==> config.mk <==
export PLATFORM = sky130hd
export DESIGN_NAME = mips_instr_encoder
export DESIGN_NICKNAME = d
export VERILOG_FILES = /design/src/rtl/mips_instr_encoder.sv
export SDC_FILE = /design/constraint.sdc
export NUM_CORES = 1
export LEC_CHECK = 0
export CAP_MARGIN = 20
export CORE_ASPECT_RATIO = 1.4
export CORE_MARGIN = 4
export CORE_UTILIZATION = 51
export CTS_CLUSTER_SIZE = 8
export DETAILED_ROUTE_END_ITERATION = 16
export PLACE_DENSITY = 0.8
export SLEW_MARGIN = 20
export SYNTH_ARGS = -nofsm -noshare
export SYNTH_HDL_FRONTEND = slang
export SYNTH_SLANG_ARGS = --single-unit
==> constraint.sdc <==
create_clock -name clk -period 2.6 [get_ports clk]
set_input_delay 0.26 -clock clk [delete_from_list [all_inputs] [get_ports clk]]
set_output_delay 0.26 -clock clk [all_outputs]
set_load 0.02 [all_outputs]
==> src/rtl/mips_instr_encoder.sv <==
// MIPS instruction encoder: packs kind + fields into a 32-bit word, buffers it in a FIFO and tags it with a PC-style address.
// Optional build macro ENC_ILLEGAL_TRAP_EN: illegal kinds are dropped and raise err instead of being encoded as nop.
module mips_instr_encoder #(
  parameter logic [31:0] BASE_ADDR  = 32'h0000_3000,
  parameter int          FIFO_DEPTH = 4
) (
  input  logic        clk,
  input  logic        reset_n,
  input  logic        flush,
  input  logic        in_valid,
  output logic        in_ready,
  input  logic [3:0]  in_kind,
  input  logic [4:0]  in_rs,
  input  logic [4:0]  in_rt,
  input  logic [4:0]  in_rd,
  input  logic [4:0]  in_shamt,
  input  logic [15:0] in_imm,
  input  logic [25:0] in_j_address,
  output logic        out_valid,
  input  logic        out_ready,
  output logic [31:0] out_instr,
  output logic [31:0] out_addr,
  output logic [15:0] instr_count,
  output logic        err
);

  localparam int PW = (FIFO_DEPTH > 2) ? $clog2(FIFO_DEPTH) : 1;
  localparam int CW = PW + 1;

  localparam logic [3:0] K_ADD = 4'd0, K_SUB = 4'd1, K_ORI = 4'd2, K_LW  = 4'd3,
                         K_SW  = 4'd4, K_BEQ = 4'd5, K_LUI = 4'd6, K_JAL = 4'd7,
                         K_JR  = 4'd8, K_SLL = 4'd9, K_NOP = 4'd10;

  logic [31:0] instr_mem [FIFO_DEPTH];
  logic [31:0] addr_mem  [FIFO_DEPTH];

  logic [PW-1:0] wr_ptr_q, wr_ptr_d, rd_ptr_q, rd_ptr_d;
  logic [CW-1:0] count_q, count_d;
  logic [31:0]   next_addr_q, next_addr_d;
  logic [15:0]   instr_count_q, instr_count_d;
  logic          err_q, err_d;
  logic [31:0]   last_instr_q, last_instr_d;
  logic [31:0]   last_addr_q, last_addr_d;

  logic        full, empty, push, pop, illegal, wr_en, err_set;
  logic [31:0] enc_word;

  assign full      = (count_q == CW'(FIFO_DEPTH));
  assign empty     = (count_q == '0);
  assign in_ready  = !full && !flush;
  assign out_valid = !empty;
  assign push      = in_valid && in_ready;
  assign pop       = out_valid && out_ready && !flush;
  assign illegal   = (in_kind > K_NOP);

`ifdef ENC_ILLEGAL_TRAP_EN
  assign wr_en   = push && !illegal;
  assign err_set = push && illegal;
`else
  assign wr_en   = push;
  assign err_set = 1'b0;
`endif

  // Unused fields are forced to zero; illegal kinds fall through to 0 (nop).
  always_comb begin
    enc_word = 32'h0;
    case (in_kind)
      K_ADD: enc_word = {6'b000000, in_rs, in_rt, in_rd, 5'd0, 6'b100000};
      K_SUB: enc_word = {6'b000000, in_rs, in_rt, in_rd, 5'd0, 6'b100010};
      K_ORI: enc_word = {6'b001101, in_rs, in_rt, in_imm};
      K_LW:  enc_word = {6'b100011, in_rs, in_rt, in_imm};
      K_SW:  enc_word = {6'b101011, in_rs, in_rt, in_imm};
      K_BEQ: enc_word = {6'b000100, in_rs, in_rt, in_imm};
      K_LUI: enc_word = {6'b001111, 5'd0, in_rt, in_imm};
      K_JAL: enc_word = {6'b000011, in_j_address};
      K_JR:  enc_word = {6'b000000, in_rs, 15'd0, 6'b001000};
      K_SLL: enc_word = {6'b000000, 5'd0, in_rt, in_rd, in_shamt, 6'b000000};
      default: enc_word = 32'h0;
    endcase
  end

  // The head shows the FIFO entry when present, otherwise whatever was last shown.
  assign out_instr   = empty ? last_instr_q : instr_mem[rd_ptr_q];
  assign out_addr    = empty ? last_addr_q  : addr_mem[rd_ptr_q];
  assign instr_count = instr_count_q;
  assign err         = err_q;

  always_comb begin
    wr_ptr_d      = wr_ptr_q;
    rd_ptr_d      = rd_ptr_q;
    count_d       = count_q;
    next_addr_d   = next_addr_q;
    instr_count_d = instr_count_q;
    err_d         = err_q | err_set;
    last_instr_d  = out_instr;
    last_addr_d   = out_addr;
    if (flush) begin
      wr_ptr_d      = '0;
      rd_ptr_d      = '0;
      count_d       = '0;
      next_addr_d   = BASE_ADDR;
      instr_count_d = 16'h0;
    end else begin
      if (wr_en) begin
        wr_ptr_d    = wr_ptr_q + PW'(1);
        next_addr_d = next_addr_q + 32'd4;
      end
      if (pop) begin
        rd_ptr_d = rd_ptr_q + PW'(1);
        if (instr_count_q != 16'hFFFF) instr_count_d = instr_count_q + 16'd1;
      end
      count_d = count_q + CW'(wr_en) - CW'(pop);
    end
  end

  always_ff @(posedge clk or negedge reset_n) begin
    if (!reset_n) begin
      wr_ptr_q      <= '0;
      rd_ptr_q      <= '0;
      count_q       <= '0;
      next_addr_q   <= BASE_ADDR;
      instr_count_q <= 16'h0;
      err_q         <= 1'b0;
      last_instr_q  <= 32'h0;
      last_addr_q   <= BASE_ADDR;
    end else begin
      wr_ptr_q      <= wr_ptr_d;
      rd_ptr_q      <= rd_ptr_d;
      count_q       <= count_d;
      next_addr_q   <= next_addr_d;
      instr_count_q <= instr_count_d;
      err_q         <= err_d;
      last_instr_q  <= last_instr_d;
      last_addr_q   <= last_addr_d;
    end
  end

  // Storage needs no reset: entries are only visible while counted as occupied.
  always_ff @(posedge clk) begin
    if (wr_en && !flush) begin
      instr_mem[wr_ptr_q] <= enc_word;
      addr_mem[wr_ptr_q]  <= next_addr_q;
    end
  end

endmodule
-- Word level (Yosys, flattened, before mapping)
Memories as Yosys holds them, arrays and structs flattened.
Index checks and enable logic that the tools add are counted.
- register bits: 119
- bits in writable memories: 256
- word-level logic and storage cells: 55
- input port bits: 71
- memories: 2
- memory list (name ; words ; width ; read ports ; clocked after memory_dff ; write ports ; RTL line ; source):
    addr_mem ; 4 ; 32 ; 1 ; 0 ; 1 ; 35 ; logic [31:0] addr_mem [FIFO_DEPTH];
    instr_mem ; 4 ; 32 ; 1 ; 0 ; 1 ; 34 ; logic [31:0] instr_mem [FIFO_DEPTH];
- reductions and logical operators: 14
- muxes and demuxes: 15
- eq/ne operators: 11
- add/subtract/negate cells: 6
- operators with widths (operator ; number):
    32-bit one-hot mux with 10 select lines ; 1
    32-bit two-way mux ; 4
    16-bit two-way mux ; 3
    32-bit by 3-bit adder with 32-bit output, second input constant ; 1
    16-bit by 1-bit adder with 16-bit output, second input constant ; 1
    4-bit by 3-bit == test with 1-bit output, second input constant ; 4
    16-bit != test, second input constant ; 1
    4-bit by 2-bit == test with 1-bit output, second input constant ; 2
    4-bit == test, second input constant ; 2
    2-bit two-way mux ; 4
    2-bit nonzero test ; 3
    1-bit logical AND ; 5
    2-bit by 1-bit adder with 2-bit output, second input constant ; 2
    4-bit by 1-bit == test with 1-bit output, second input constant ; 1
    4-bit zero test ; 1
    3-bit by 1-bit adder with 3-bit output ; 1
    3-bit == test, second input constant ; 1
    1-bit zero test ; 3
    3-bit zero test ; 1
    3-bit two-way mux ; 1
    3-bit by 1-bit subtractor with 3-bit output ; 1
    1-bit two-way mux ; 2
    2-bit AND reduction ; 1

-- Longest topological paths before layout
- word-level depth: 7
- depth in mapped cells: 10
- mapped depth without buffers: 10

-- Least setup slack after synthesis
OpenSTA, ideal clock, no wires.
- path kind: register -> register
- start: register count_q[2]
- end: memory addr_mem[1][10], enable pin
- stages on the path, launching flop included: 4
- slack: -229 ps
- period minus slack after synthesis: 2829 ps
- required time: 2175 ps
- arrival: 2403 ps
- buffers on the path: 0
- path through: dfrtp_1 nor3b_1 nor3b_2 and2_1
- cells in the longest elaborated chain, start to end: 7
- ends and longest elaborated chain (what ; RTL line ; source):
    start, declared ; 38 ; logic [CW-1:0] count_q, count_d;
    start signal, assigned ; 129 ; count_q <= count_d;
    3-bit == test ; 48 ; assign full = (count_q == CW'(FIFO_DEPTH));
    1-bit zero test ; 50 ; assign in_ready = !full && !flush;
    1-bit logical AND ; 50 ;
    1-bit logical AND ; 52 ; assign push = in_valid && in_ready;
    1-bit logical AND ; 140 ; if (wr_en && !flush) begin
    1-bit two-way mux ; 140 ;
    1-bit two-way mux (not written as such) ; 142 ; addr_mem[wr_ptr_q] <= next_addr_q;
    end, declared ; 35 ;
No other way between the ends.

-- Worst setup path in the final report
- start: register rd_ptr_q[0]
- end: output port out_addr[27]
- cells in the longest elaborated chain, start to end: 2
- ends and longest elaborated chain (what ; RTL line ; source):
    start, declared ; 37 ; logic [PW-1:0] wr_ptr_q, wr_ptr_d, rd_ptr_q, rd_ptr_d;
    start signal, assigned ; 128 ; rd_ptr_q <= rd_ptr_d;
    memory read 4 x 32 bit ; - ;
    32-bit two-way mux ; 84 ; assign out_addr = empty ? last_addr_q : addr_mem[rd_ptr_q];
    end, declared ; 22 ; output logic [31:0] out_addr,
No other way between the ends.

==> flow_metrics.tcl <==
set metrics [dict create \
    status "finished clean" \
    synth_seq_area_share_pct 70.7 \
    area_growth_pct 25.5 \
    dp_worst_setup_slack_ns 0.180 \
    min_path_type "in2reg" \
    syn_nets 906 \
    reg2reg_from "count_q[1]$_DFF_PN0_" \
    tns_ns 0 \
    crit_end "out_addr[27]" \
    ioPinCount 154 \
    period_needed_ns 2.55 \
    core-area_mm2 0.0278 \
    r2r_end "count_q[2]$_DFF_PN0_" \
    postSynth.asyncResetShare_pct 32.4 \
    finClkSkew_ns 0.0170 \
    yosys.area_share.simple_pct 6.88 \
    cp-startpoint "rd_ptr_q[0]$_DFFE_PN0P_" \
    clock-root-buffer "clkbuf_16" \
    setup_viol_count_final 0 \
    critPathCaptureType "output pin" \
    drcViolationCount 0 \
    reg2reg_depth 10 \
    cts_sinks 361 \
    worst_slack_ns 0.0463 \
    p_per_area_mw_per_mm2 1050 \
    fin_crit_sh_pct 98.2 \
    rows 72 \
    netlist_area_mm2 0.0145 \
    synth_area_per_cell_um2 17.6 \
    start_kind "flip-flop" \
    drtIter0Drc 771 \
    routed_wirelength_um 31000 \
    insertion_delay_ns 0.54 \
    synth_flop_cell "edfxtp_1" \
    place_area_mm2 0.0167 \
    cts_buffers 51 \
    ys_ff_latch 361 \
    yosysUniqueCellTypes 60 \
    synth_top_cells_by_area "edfxtp_1 50%, dfrtp_1 19%, mux4_2 9.5%, mux2_2 4.9%, xor2_1 1.4%" \
    port_buffers 152 \
    hpwl_um 17800 \
    synth_enable_flop_cells 244 \
    peakVddDrop_mv 0.599 \
    rsz0062_at_grt "yes" \
    synth_top_area_cell "edfxtp_1" \
    cts.clk_slew.worst_paths_ns 0.05 \
    yosysTopAreaCellShare_pct 50.5 \
    synth-compound-area-share_pct 2.73 \
    hold_viol_final 0 \
    synth_fa_ha_area_share_pct 0.827 \
    drv_slew 0 \
    rrSetupSlack_ns 0.31 \
    crit_type "reg2out" \
    die_w_um 151 \
    cp.required_ns 2.34 \
    wl_per_cell_um 21.6 \
    dieHeight_um 208 \
    initial_core_util_pct 52.2 \
    synth-warning-count 0 \
    worstPathArrival_ns 2.29 \
    synth_xor_area_share_pct 2.53 \
    synth_mux_area_share_pct 14.6 \
    p_leak_nw 6.64 \
    worstMarginPinSlew_ns 0.661 \
    htree_num_levels 2 \
    final_layout_size_suffix_gt1_share_pct 29.0 \
    dieArea_mm2 0.0313 \
    synth_top_family_by_area "multiplexers" \
    final_common_cell "edfxtp_1" \
    synthCells 826 \
    drt.antenna.violating_nets 0 \
    worst-path-max-fanout 11 \
    grt_overflow 0 \
    clockBufferDepth 3 \
    grt_pass1_wl_um 48300 \
    dr.pass1.iters 5 \
    layout_common_cells "244 x edfxtp_1, 111 x dfrtp_1, 88 x clkdlybuf4s50_1" \
    vias 8141 \
    grt_pass1_vias 8710 \
    place.gp.congestion 0.790 \
    groute.usage.overall_pct 19.9 \
    cts_tree "built" \
    viasPerCell 5.67 \
    grt_start_max_net_pins 62 \
    max-slew-margin-rel_pct 55.7 \
    fmax_mhz 392 \
    power_w 0.0191 \
    finalNetCount 1108 \
    antenna_found_initial 2 \
    final_area_mm2 0.0182 \
    maxCapViolCount 0 \
]
[flip-flops by register name (all words and copies together) (netlist names), 3 cells and up]
register	flops
next_addr_q	30
addr_mem	120
instr_count	16
count_q	3
last_addr_q	32
instr_mem	124
last_instr_q	32
[worst min-delay path by stage]
stage | slack [ns] | to | startpoint | cells after the start
after CTS | 0.1 | next_addr_q[2]$_DFFE_PN0N_ | flush | 4
final | 0.13 | next_addr_q[2]$_DFFE_PN0N_ | flush | 4
after detailed placement | 0.31 | last_instr_q[26]$_DFF_PN0_ | reset_n | 1
after global routing | 0.17 | wr_ptr_q[0]$_DFFE_PN0N_ | flush | 4
after global placement | 0.30 | last_instr_q[5]$_DFF_PN0_ | reset_n | 1
after floorplan | -0.04 | count_q[0]$_DFF_PN0_ | reset_n | 0
[logic make-up (layout without fill, tap and decap cells)]
family | Yosys count | after routing
multiplexers | 127 | 127
AND/OR/NAND/NOR | 172 | 172
flip-flops | 361 | 361
adder cells (fa/ha/maj) | 9 | 9
XOR/XNOR | 42 | 42
buffers and inverters | 60 | 298
other | 1 | 3
AO/OA/AOI/OAI | 54 | 54
[layer usage]
metal | part of all wire, % | track usage (%)
met2 | 52 | 34.2
met1 | 40 | 25.3
met3 | 5.7 | 3.60
met5 | 0 | 0
met4 | 2.5 | 6.91
[critical path, stage by stage, from the launching register on]
cell and delay (ns):
dfrtp_4 0.48, buf_12 0.14, buf_16 0.15, mux4_2 0.51, mux2_2 0.30, buf_2 0.17
[synthesized netlist by cell type (all sizes together) (9+ instances only)]
library cell	n
a222oi	10
a22o	13
and2	15
buf	19
clkbuf	22
dfrtp	113
edfxtp	244
inv	19
mux2	63
mux4	61
nand2	27
nand3	16
nand4	12
nor2	47
nor3	9
nor4	12
o21ai	17
xnor2	19
xor2	23
[power breakdown]
group          switching (W)  total [W]  internal, W
clock network        0.00221    0.00596      0.00374
logic                0.00311    0.00599      0.00288
registers           0.000244    0.00714      0.00689
[layout make-up]
class | instances | area [µm²]
fillers | 1867 | 9610
well taps | 370 | 463
inverters | 19 | 73.8
repair buffers | 190 | 1870
diodes | 2 | 5.00
flip-flops and latches | 361 | 10300
clock inverters | 1 | 8.76
multi-input cells | 405 | 4090
clock buffers | 88 | 1460
[stage by stage]
stage | util (%) | hold slack (ns) | std cells
floorplan | - | -0.0356 | 826
global placement | 60.0 | 0.302 | 1338
global route | 65.5 | 0.167 | 1436
detailed placement | 60.0 | 0.314 | 1338
finish | 65.5 | 0.127 | 1436
CTS | 64.9 | 0.0988 | 1435
[what timing repair did]
action	4_1_cts	5_1_grt
pin swaps	0	0
hold buffers	1	0
gates cloned	3	1
hold endpoints to repair	39	0
buffers inserted	4	0
setup endpoints to repair	62	30
gates resized for setup	263	55
(Power assumes the default switching activity.)
